## config.mk

```make
export PLATFORM = sky130hd
export DESIGN_NAME = softmax_seq_ctrl_flat
export DESIGN_NICKNAME = d
export VERILOG_FILES = /design/src/rtl/softmax_seq_ctrl_if.sv /design/src/rtl/softmax_seq_ctrl.sv /design/src/flat_wrapper.sv
export SDC_FILE = /design/constraint.sdc
export NUM_CORES = 1
export LEC_CHECK = 0
export ABC_AREA = 1
export CORE_ASPECT_RATIO = 1.75
export CORE_MARGIN = 2
export CORE_UTILIZATION = 46
export CTS_CLUSTER_SIZE = 8
export DETAILED_ROUTE_END_ITERATION = 10
export PLACE_DENSITY = 0.81
export SLEW_MARGIN = 0
export SYNTH_ARGS = -nofsm -noshare
export SYNTH_HDL_FRONTEND = slang
export SYNTH_SLANG_ARGS = --single-unit
```

## constraint.sdc

```tcl
create_clock -name clk -period 2.68 [get_ports clk]
set_input_delay 0.536 -clock clk [delete_from_list [all_inputs] [get_ports clk]]
set_output_delay 0.536 -clock clk [all_outputs]
set_load 0.1 [all_outputs]
```

## src/rtl/softmax_seq_ctrl_if.sv

```systemverilog
// Serial score / prediction bus for the classifier output stage.
// The master side feeds control, score beats and the result acknowledge.
// The slave side (the sequencer) returns ready, status and the prediction.
interface softmax_seq_ctrl_if #(
  parameter int BITS = 24
);
  logic            start;
  logic            abort;
  logic            in_valid;
  logic [BITS-1:0] in_data;
  logic            in_ready;
  logic            busy;
  logic            out_valid;
  logic            out_ready;
  logic [BITS-1:0] predict_num;
  logic [BITS-1:0] max_value;

  modport master (
    output start, abort, in_valid, in_data, out_ready,
    input  in_ready, busy, out_valid, predict_num, max_value
  );

  modport slave (
    input  start, abort, in_valid, in_data, out_ready,
    output in_ready, busy, out_valid, predict_num, max_value
  );
endinterface

```

## src/rtl/softmax_seq_ctrl.sv

```systemverilog
// Classifier output sequencer: collects HEIGHT serial signed scores, tracks
// the running maximum and its index, and hands the predicted class over a
// valid/ready result port. Ties keep the lower index.
module softmax_seq_ctrl #(
  parameter int BITS   = 24,
  parameter int HEIGHT = 10,
  parameter int CNT_W  = (HEIGHT > 1) ? $clog2(HEIGHT) : 1
) (
  input  logic             clk,
  input  logic             reset,
  softmax_seq_ctrl_if.slave bus
);

  typedef enum logic [1:0] {
    IDLE    = 2'd0,
    COLLECT = 2'd1,
    DONE    = 2'd2
  } state_t;

  state_t                  state;
  state_t                  state_nxt;
  logic [CNT_W-1:0]        cnt;
  logic signed [BITS-1:0]  max_value;
  logic [BITS-1:0]         predict_num;
  logic                    beat;
  logic                    last_beat;
  logic                    first_beat;

  // Strict signed compare: equal scores never displace the earlier index.
  function automatic logic score_gt(input logic signed [BITS-1:0] a,
                                    input logic signed [BITS-1:0] b);
    return a > b;
  endfunction

  // Handshake and status are decoded straight from the state register,
  // so an asynchronous reset clears them without waiting for a clock.
  assign bus.in_ready    = (state == COLLECT);
  assign bus.busy        = (state != IDLE);
  assign bus.out_valid   = (state == DONE);
  assign bus.predict_num = predict_num;
  assign bus.max_value   = max_value;

  // A beat in an abort cycle is dropped entirely.
  assign beat       = bus.in_valid & (state == COLLECT) & ~bus.abort;
  assign last_beat  = beat & (cnt == CNT_W'(HEIGHT - 1));
  assign first_beat = (cnt == '0);

  // Next-state decode; abort overrides every other input.
  always_comb begin
    state_nxt = state;
    if (bus.abort) begin
      state_nxt = IDLE;
    end else begin
      case (state)
        IDLE:    if (bus.start)     state_nxt = COLLECT;
        COLLECT: if (last_beat)     state_nxt = DONE;
        DONE:    if (bus.out_ready) state_nxt = IDLE;
        default:                    state_nxt = IDLE;
      endcase
    end
  end

  // State register.
  always_ff @(posedge clk or posedge reset) begin
    if (reset) state <= IDLE;
    else       state <= state_nxt;
  end

  // Beat counter: cleared on start or abort, stops at the last index.
  always_ff @(posedge clk or posedge reset) begin
    if (reset) begin
      cnt <= '0;
    end else if (bus.abort) begin
      cnt <= '0;
    end else if ((state == IDLE) && bus.start) begin
      cnt <= '0;
    end else if (beat && !last_beat) begin
      cnt <= cnt + 1'b1;
    end
  end

  // Running maximum and its index; held outside COLLECT so the last result
  // remains readable in DONE and IDLE.
  always_ff @(posedge clk or posedge reset) begin
    if (reset) begin
      max_value   <= '0;
      predict_num <= '0;
    end else if (beat) begin
      if (first_beat || score_gt(bus.in_data, max_value)) begin
        max_value   <= bus.in_data;
        predict_num <= BITS'(cnt);
      end
    end
  end

endmodule
```

## src/flat_wrapper.sv

```systemverilog
// flat-port wrapper written by rule: the top's interface ports become plain ports
module softmax_seq_ctrl_flat 
#(
  parameter int BITS   = 24,
  parameter int HEIGHT = 10,
  parameter int CNT_W  = (HEIGHT > 1) ? $clog2(HEIGHT) : 1
)
  (clk, reset, bus_start, bus_abort, bus_in_valid, bus_in_data, bus_out_ready, bus_in_ready, bus_busy, bus_out_valid, bus_predict_num, bus_max_value);
  softmax_seq_ctrl_if #(.BITS(BITS)) bus_i ();
  input  logic clk;
  input  logic reset;
  input wire logic [$bits(bus_i.start)-1:0] bus_start;
  input wire logic [$bits(bus_i.abort)-1:0] bus_abort;
  input wire logic [$bits(bus_i.in_valid)-1:0] bus_in_valid;
  input wire logic [$bits(bus_i.in_data)-1:0] bus_in_data;
  input wire logic [$bits(bus_i.out_ready)-1:0] bus_out_ready;
  output wire logic [$bits(bus_i.in_ready)-1:0] bus_in_ready;
  output wire logic [$bits(bus_i.busy)-1:0] bus_busy;
  output wire logic [$bits(bus_i.out_valid)-1:0] bus_out_valid;
  output wire logic [$bits(bus_i.predict_num)-1:0] bus_predict_num;
  output wire logic [$bits(bus_i.max_value)-1:0] bus_max_value;
  assign bus_i.start = bus_start;
  assign bus_i.abort = bus_abort;
  assign bus_i.in_valid = bus_in_valid;
  assign bus_i.in_data = bus_in_data;
  assign bus_i.out_ready = bus_out_ready;
  assign bus_in_ready = bus_i.in_ready;
  assign bus_busy = bus_i.busy;
  assign bus_out_valid = bus_i.out_valid;
  assign bus_predict_num = bus_i.predict_num;
  assign bus_max_value = bus_i.max_value;
  softmax_seq_ctrl #(.BITS(BITS), .HEIGHT(HEIGHT), .CNT_W(CNT_W)) u_core (.clk(clk), .reset(reset), .bus(bus_i));
endmodule
```

Word level (Yosys, flattened, before mapping)
Index checks and enable logic that the tools add are counted.

storage, ports and cells
  output and inout port bits = 51
  bits in registers = 34
  logic and storage cells = 34
  bits of input ports = 30

operators by class
  mux-type cells = 8
  eq/ne operators = 6
  reduce and logical (&&, ||, !) cells = 10
  $add $sub $neg = 1
  order comparisons = 1
  bitwise operators = 4

operator list
  cell                 number
  $gt 24x24->1         1
  $mux 4               3
  $mux 2               4
  $ne 3x3->1 const B   2
  $pmux 2 s3           1
  $add 4x1->4 const B  1
  $eq 4x4->1 const B   1
  $logic_not 4->1      1
  $and 1x1->1          3
  $ne 3x2->1 const B   1
  $reduce_and 3->1     1
  $reduce_bool 3->1    1
  $eq 2x1->1 const B   1
  $eq 2x2->1 const B   1
  $logic_and 1x1->1    2
  $logic_not 2->1      1
  $reduce_and 2->1     1
  $reduce_bool 2->1    1
  $logic_not 1->1      1
  $logic_or 1x1->1     1
  $not 1->1            1

Longest topological paths before layout
Gate-level depths: netlist of the first run.

  depth in word-level cells = 9
  gate-level depth with buffers = 19
  mapped depth without buffers = 18

Worst setup path before layout of the first run
OpenSTA, ideal clock, no wires.

  kind = register -> register
  start point = reg u_core.state[1]
  end point = reg u_core.predict_num[0] (netlist: u_core.bus.predict_num[0])
  period minus slack after synthesis = 2.851 ns
  data required time = 2.613 ns
  data arrival time = 2.784 ns
  library setup time = 0.067 ns
  slack = -0.171 ns
  buffers on the path = 2
  stages on the path, launching flop included = 8
  cells stage by stage = dfrtp_1 > nor2_1 > nand3_1 > inv_1 > clkbuf_1 > buf_2 > nand3_1 > nand2_1

on the way
  cells in the longest elaborated chain, start to end = 4

ends and longest elaborated chain
  item                               RTL line                source
  from (decl)                        softmax_seq_ctrl.sv:20  state_t state;
  from (signal assigned)             softmax_seq_ctrl.sv:66  else state <= state_nxt;
  $eq 2x1->1                         -
  via bus_in_ready                   flat_wrapper.sv:17      output wire logic [$bits(bus_i.in_ready)-1:0] bus_in_ready;
  $and 1x1->1 (2 in a row)           softmax_seq_ctrl.sv:44  assign beat = bus.in_valid & (state == COLLECT) & ~bus.abort;
  $reduce_and 2->1 (no source line)  -
  to (signal assigned)               softmax_seq_ctrl.sv:91  predict_num <= BITS'(cnt);
  to (decl)                          softmax_seq_ctrl.sv:24  logic [BITS-1:0] predict_num;

The timed path passes the listed nets, and every way through them passes these cells.
A chain may end at the register's enable or synchronous reset.

Final worst setup path of the first run
  start point = in bus_in_data[15]
  end point = reg u_core.max_value[21] (netlist: u_core.bus.max_value[21])

on the way
  cells in the longest elaborated chain, start to end = 3

ends and longest elaborated chain
  item                               RTL line                source
  from (decl)                        flat_wrapper.sv:15      input wire logic [$bits(bus_i.in_data)-1:0] bus_in_data;
  $gt 24x24->1                       softmax_seq_ctrl.sv:32  return a > b;
  $logic_or 1x1->1                   softmax_seq_ctrl.sv:89  if (first_beat || score_gt(bus.in_data, max_value)) begin
  $reduce_and 2->1 (no source line)  -
  to (signal assigned)               softmax_seq_ctrl.sv:90  max_value <= bus.in_data;
  to (decl)                          softmax_seq_ctrl.sv:23  logic signed [BITS-1:0] max_value;

Every way passes these cells.

==> results of run 1 <==
routing by layer:
| metal | GRT usage | up-vias | routed length [um] |
|---|---|---|---|
| li1 | - | 1044 | - |
| met1 | 0.218 | 946 | 1940 |
| met2 | 0.340 | 66 | 2800 |
| met3 | 0.0424 | 6 | 273 |
| met4 | 0.0680 | 0 | 74 |
| met5 | 0 | - | 0 |
layout by cell type, fill, tap and decap left out, types with 5 or more instances in the layout:
cell type         n
nand3_1          34
buf_4            38
inv_1            47
a21oi_1           9
dfrtp_1          34
clkdlybuf4s50_1  29
nor2_1           15
ha_1             27
nand2_1          93
clkbuf_8          5
conb_1           20
power by group through the flow:
stage                     sequential, mW  combinational [mW]  clock [mW]
after CTS                          0.686                1.42       0.369
after global placement             0.693                1.39           0
after detailed placement           0.695                1.42           0
final                              0.685                1.41       0.361
after global routing               0.700                1.50       0.385
after floorplan                     1.34               0.495           0
Yosys cell counts (all sizes together):
library cell and n:
buf 25, xor2 1, nand2 96, nor2 17
o21ai 2, nand3 34, nor3b 1, dfrtp 34
a211oi 1, o22ai 1, conb 1, nor3 2
ha 27, nand4 3, a21o 2, a21oi 9
clkbuf 3, inv 47
cell type report:
cell class | instances | area share
multi-input cells | 216 | 0.397
flip-flops and latches | 34 | 0.294
repair buffers | 67 | 0.199
inverters | 47 | 0.0609
clock buffers | 7 | 0.0264
well taps | 54 | 0.0233
per-stage QoR:
step	total power, mW	std cells
final	2.46	425
after global routing	2.59	425
after CTS	2.48	425
after detailed placement	2.11	418
after global placement	2.09	418
after floorplan	1.83	325
registers in the layout, indices dropped and copies added (netlist names):
name / flops
u_core.state: 2
u_core.bus.predict_num: 4
u_core.bus.max_value: 24
u_core.cnt: 4
critical path, stage by stage:
cell             delay, ns
clkdlybuf4s50_1       0.45
ha_1                  0.31
nand2_1               0.06
nor2_1                0.16
nand4_1               0.13
nor2_2                0.12
nand2_1               0.07
nand3_1               0.06
nand2_1               0.05
nand2_1               0.05
nand2_1               0.06
nand2_2               0.10
nand2_2               0.06
buf_4                 0.20
nand2_1               0.08
nand2_1               0.05
how the worst max path moves through the flow:
stage / startpoint / end / slack, ns / cells past startpoint
after floorplan: u_core.bus.max_value[23] / u_core.bus.max_value[10] / 0.10 / 16
after global placement: bus_in_data[15] / u_core.bus.max_value[8] / 0.05 / 16
after detailed placement: bus_in_data[15] / u_core.bus.max_value[21] / -0.01 / 16
after CTS: bus_in_data[15] / u_core.bus.max_value[21] / 0.30 / 16
after global routing: bus_in_data[23] / u_core.bus.max_value[13] / 0.15 / 16
final: bus_in_data[15] / u_core.bus.max_value[21] / 0.33 / 16
cells by family (layout without fill, tap and decap cells):
logic type / count (synthesis) / after routing / synth area share
buffers and inverters: 75 / 121 / 0.173
AO/OA/AOI/OAI: 15 / 15 / 0.0360
XOR/XNOR: 1 / 1 / 0.00376
flip-flops: 34 / 34 / 0.366
adder cells (fa/ha/maj): 27 / 27 / 0.145
other: 1 / 20 / 0.00161
AND/OR/NAND/NOR: 153 / 153 / 0.275
==> results by group, run 1 <==
Floorplanning
  • Die area: 5670 um^2
  • # IOs: 81
  • FP Rows: 34
  • Die height: 98.1 um
  • Starting Density: 0.472
  • Area of the core: 4930 um^2
  • Die Width: 57.8 um

Synthesis
  • Synth warn: 0
  • Area contributors post-synth: dfrtp_1 (37%), nand2_1 (15%), ha_1 (15%)
  • Area leader, netlist: dfrtp_1
  • Post-Syn Area: 2330 um^2
  • Synth Area per Inst: 7.61 um^2
  • FF+latch count, synth: 34
  • Synth cell types: 23
  • Mapped Cells: 306
  • Top-area cell type share of the netlist area: 0.366
  • Sequential share of the synthesized area: 0.366

Final layout
  • Layout Nets: 428
  • Fraction of layout cells with a size suffix above 1: 0.129
  • Finished Core Util: 0.587
  • # fillers: 475
  • Footprint of the multi-input gates: 1150 um^2
  • Register area: 851 um^2
  • N_diodes: 0
  • Final Cell Area: 2900 um^2
  • Layout area overhead: 24.4%

CTS
  • Resize count post-CTS: 0
  • TritonCTS buffer count: 5
  • CTS Hold Buffers Added: 0
  • Worst-skew pair later-pin latency: 0.29 ns
  • Clock Root Buffer: clkbuf_8
  • Number of post-CTS setup repair buffers: 0
  • H-tree depth: 2
  • Max Root-Sink Buffers: 2
  • Reg clk slew, reported paths: 0.07 ns
  • Clock Sinks: 34
  • CTS tree: yes

Timing
  • Final slew viol count: 0
  • Clock Skew: 0.00656 ns
  • Hold_ws: 0.487 ns
  • Setup TNS after final layout: 0 ns
  • Setup ws final: 0.328 ns
  • Setup violators final: 0
  • Final Critical Period: 2.35 ns
  • Final hold viol count: 0
  • Tcrit/Tclk final: 0.878
  • RSZ-0062 raised after global routing: no
  • Fmax: 0.425 GHz

Setup path
  • CP Data Required Time: 2.87 ns
  • CP arrival: 2.54 ns
  • CP startpoint kind: primary input
  • R2R setup slack: 0.63 ns
  • Setup crit end kind: flop
  • Worst R2R End: u_core.bus.max_value[21]
  • Reg2reg path depth: 16
  • WS Path Type: primary input to flop
  • FF-to-FF Start: u_core.bus.max_value[15]
  • Worst-path fanout max: 14

Global route
  • GRT Util Overall: 0.191
  • Global-route wire length before repair: 8500 um
  • Gr ovfl total: 0
  • Initial antenna violation count: 0
  • Vias in the first global route: 1931
  • Largest net degree at the start of global routing: 35

Power and ir drop
  • Combinational share of power: 0.574
  • Int Power: 1.10 mW
  • NetSw: 1.36 mW
  • Static Leak: 1.64 nW
  • Clock Power Share: 0.147
  • Pwr Density: 848 nW/um^2
  • Sequential power share: 0.279
  • VDD IR-drop max: 0.573 mV
  • Sw frac: 0.553

Route
  • Routed Antenna Nets: 0
  • DRC: 0
  • First drt pass iteration count: 4
  • Vias post-DR: 2062
  • Iter 0 DRT Violations: 64
  • Vias per cell: 4.85
  • Avg WL per Cell: 12.0 um
  • WL final: 5080 um

Run
  • Max cap viols: 0

Worst hold path
  • WHS Path Cells: 2
  • Hold_sp: u_core.bus.predict_num[3]
  • Class of the worst hold path: flop to flop
  • Worst Hold Endpoint: u_core.bus.predict_num[3]

Placed design
  • DP Wirelength: 4020 um
  • Gpl congestion: 0.818
  • DP Area: 2820 um^2
  • Pre-CTS WS: -0.00977 ns
  • PortBufs: 60

Run status
  • Status: finished clean
Power figures use the tool's default switching activity.
==> inputs of run 2 (changes only) <==
--- a/config.mk
+++ b/config.mk
@@ -8,11 +8,12 @@
 export ABC_AREA = 1
 export CORE_ASPECT_RATIO = 1.75
 export CORE_MARGIN = 2
-export CORE_UTILIZATION = 46
+export CORE_UTILIZATION = 49
+export CTS_CLUSTER_DIAMETER = 30
 export CTS_CLUSTER_SIZE = 8
 export DETAILED_ROUTE_END_ITERATION = 10
-export PLACE_DENSITY = 0.81
-export SLEW_MARGIN = 0
+export PLACE_DENSITY = 0.86
+export SLEW_MARGIN = 40
 export SYNTH_ARGS = -nofsm -noshare
 export SYNTH_HDL_FRONTEND = slang
 export SYNTH_SLANG_ARGS = --single-unit
==> constraint.sdc (replaced) <==
create_clock -name clk -period 2.9 [get_ports clk]
set_input_delay 0.58 -clock clk [delete_from_list [all_inputs] [get_ports clk]]
set_output_delay 0.58 -clock clk [all_outputs]
set_load 0.1 [all_outputs]
==> run 2 against run 1 <==
Effect of this change:
- critical path depth shrank 1
- global-route usage grew 0.086 points
- die area shrank 5.8%
- register-to-register slack gained 0.02 ns
- setup slack gained 0.030 ns
- combinational power shrank 9%
- worst hold slack lost 0.0097 ns
- count of clock-buffer cells in the layout is the same
- final area shrank 0.69%
- largest cell class unchanged
- largest power group unchanged
==> results by group, run 2 (synthesis results as in run 1) <==
Worst hold path
  • WHS Path Cells: 2 (unchanged)
  • Class of the worst hold path: flop to flop

Timing
  • Fmax: 0.393 GHz
  • Setup TNS after final layout: 0 ns (unchanged)
  • RSZ-0062 raised after global routing: no
  • Worst slew margin: 0.650
  • Tcrit/Tclk final: 0.877
  • Clock Skew: 0.00518 ns (-0.00137 ns)
  • Setup ws final: 0.358 ns (+0.0302 ns)
  • Setup violators final: 0 (unchanged)
  • Slew @ Worst Pin: 0.523 ns
  • Final Critical Period: 2.54 ns
  • Final slew viol count: 0 (unchanged)
  • Hold_ws: 0.478 ns (-0.00967 ns)
  • Final hold viol count: 0 (unchanged)

Final layout
  • Layout area overhead: 23.5%
  • Finished Core Util: 0.622 (+0.0350)
  • Fraction of layout cells with a size suffix above 1: 0.122 (-0.00743)
  • # fillers: 436 (-8.2%)
  • Final std cells w/o fill: 421 (-0.94%)
  • Biggest register: u_core.bus.max_value
  • Max reg flops: 24 (unchanged)
  • Layout Nets: 426 (-0.47%)
  • Largest regs: u_core.bus.max_value x24, u_core.bus.predict_num x4, u_core.cnt x4
  • Commonest cells after routing, fill and taps aside: nand2_1 (93), inv_1 (47), buf_4 (36)
  • Most common cell after layout, fill and taps aside: nand2_1
  • Final Cell Area: 2880 um^2 (-0.69%)
  • N_diodes: 0 (unchanged)

Power and ir drop
  • VDD IR-drop max: 0.511 mV (-11%)
  • Overall Power: 2.26 mW (-8.0%)
  • Pwr Density: 786 nW/um^2 (-7.4%)
  • Static Leak: 1.63 nW (-0.51%)

CTS
  • Reg clk slew, reported paths: 0.07 ns (about the same)
  • Max Root-Sink Buffers: 2 (unchanged)
  • Number of post-CTS setup repair buffers: 0 (unchanged)
  • Worst-skew pair later-pin latency: 0.29 ns (about the same)
  • CTS tree: yes
  • Clock Sinks: 34 (unchanged)
  • Clock Root Buffer: clkbuf_8
  • TritonCTS buffer count: 5 (unchanged)
  • Resize count post-CTS: 0 (unchanged)
  • CTS Hold Buffers Added: 0 (unchanged)
  • H-tree depth: 2 (unchanged)

Setup path
  • Critical Path Max Stage Delay: 0.43 ns (-0.02 ns)
  • Worst R2R End: u_core.bus.max_value[19]
  • Reg2reg path depth: 15 (-1)
  • FF-to-FF Start: u_core.bus.max_value[23]
  • WP depth: 15 (-1)
  • CP Data Required Time: 3.08 ns (+0.21 ns)
  • R2R setup slack: 0.65 ns (+0.02 ns)
  • WS Path Type: primary input to flop
  • CP Buf/Inv Count: 2 (unchanged)
  • Setup crit end kind: flop
  • Cell mode on critical path: nand2_1
  • Slowest-stage cell, CP: clkdlybuf4s50_1
  • CP arrival: 2.72 ns (+0.18 ns)
  • Crit path cell chain: clkdlybuf4s50_1, ha_1, nand4_1, inv_1, nand2_2, nor2_2, nand2_1, nand3_1, nand2_1, nand2_1, nand2_1, nand2_2, nand2_2, nand2_1, nand2_1
  • Crit path to: u_core.bus.max_value[19]
  • Cell family with the largest share of critical-path delay: simple AND/OR/NAND/NOR gates
  • Worst-path fanout max: 28 (+14)
  • Critical path origin: bus_in_data[23]
  • CP startpoint kind: primary input

Floorplanning
  • Starting Density: 0.503 (+0.0316)
  • Die area: 5340 um^2 (-5.8%)
  • Die height: 95.2 um (-3.0%)
  • Area of the core: 4620 um^2 (-6.3%)
  • Die Width: 56.1 um (-2.9%)
  • # IOs: 81 (unchanged)
  • FP Rows: 33 (-2.9%)

Global route
  • Gr ovfl total: 0 (unchanged)
  • Largest net degree at the start of global routing: 35 (unchanged)
  • GRT Util Overall: 0.192 (+0.000864)
  • Vias in the first global route: 2026 (+4.9%)
  • Initial antenna violation count: 0 (unchanged)
  • Global-route wire length before repair: 8280 um (-2.6%)

Route
  • Vias per cell: 5.00 (+3.0%)
  • Vias post-DR: 2103 (+2.0%)
  • Iter 0 DRT Violations: 40 (-38%)
  • DRC: 0 (unchanged)
  • First drt pass iteration count: 4 (unchanged)
  • Avg WL per Cell: 11.6 um (-3.4%)
  • WL final: 4860 um (-4.3%)
  • Routed Antenna Nets: 0 (unchanged)

Placed design
  • DP Wirelength: 3810 um (-5.3%)
  • DP Area: 2800 um^2 (-0.71%)
  • Inst Count DP: 414 (-0.96%)
  • Gpl congestion: 0.801 (-2.0%)
  • Pre-CTS WS: 0.0179 ns (+0.0277 ns)
  • PortBufs: 60 (unchanged)

Run status
  • Status: finished clean

Run
  • Max cap viols: 0 (unchanged)
## run 2: layer usage
metal  global-route usage  vias to the layer above  part of all wire
met5                    0                        -                 0
met4               0.0694                        0             0.013
met2                0.370                       63              0.55
li1                     -                     1042                 -
met1                0.201                      991              0.38
met3               0.0421                        7             0.054
## run 2: report_power, final
group	total, mW	internal, mW	switching (mW)
Combinational	1.29	0.288	1.01
Sequential	0.631	0.559	0.0719
Clock	0.333	0.165	0.167
## run 2: worst min-delay path by stage
stage | slack, ns | end | startpoint
after global routing | 0.52 | u_core.bus.max_value[14] | u_core.bus.max_value[14]
after CTS | 0.49 | u_core.bus.predict_num[1] | u_core.bus.predict_num[1]
final | 0.48 | u_core.bus.predict_num[1] | u_core.bus.predict_num[1]
after detailed placement | 0.47 | u_core.bus.predict_num[1] | u_core.bus.predict_num[1]
after global placement | 0.47 | u_core.bus.predict_num[1] | u_core.bus.predict_num[1]
after floorplan | 0.50 | u_core.bus.predict_num[3] | u_core.cnt[3]
## run 2: final cells by class
class | instances | area [um^2] | share of cell area
multi-input combinational | 216 | 1150 | 0.399
sequential | 34 | 851 | 0.296
timing repair buffer | 65 | 561 | 0.195
inverter | 47 | 176 | 0.0614
clock buffer | 7 | 76.3 | 0.0265
tap | 52 | 65.1 | 0.0226
## run 2: worst min-delay path, cell delays in order (launching register included)
cell and delay [ns]:
dfrtp_1 0.34, nand2_1 0.05, nand2_1 0.05
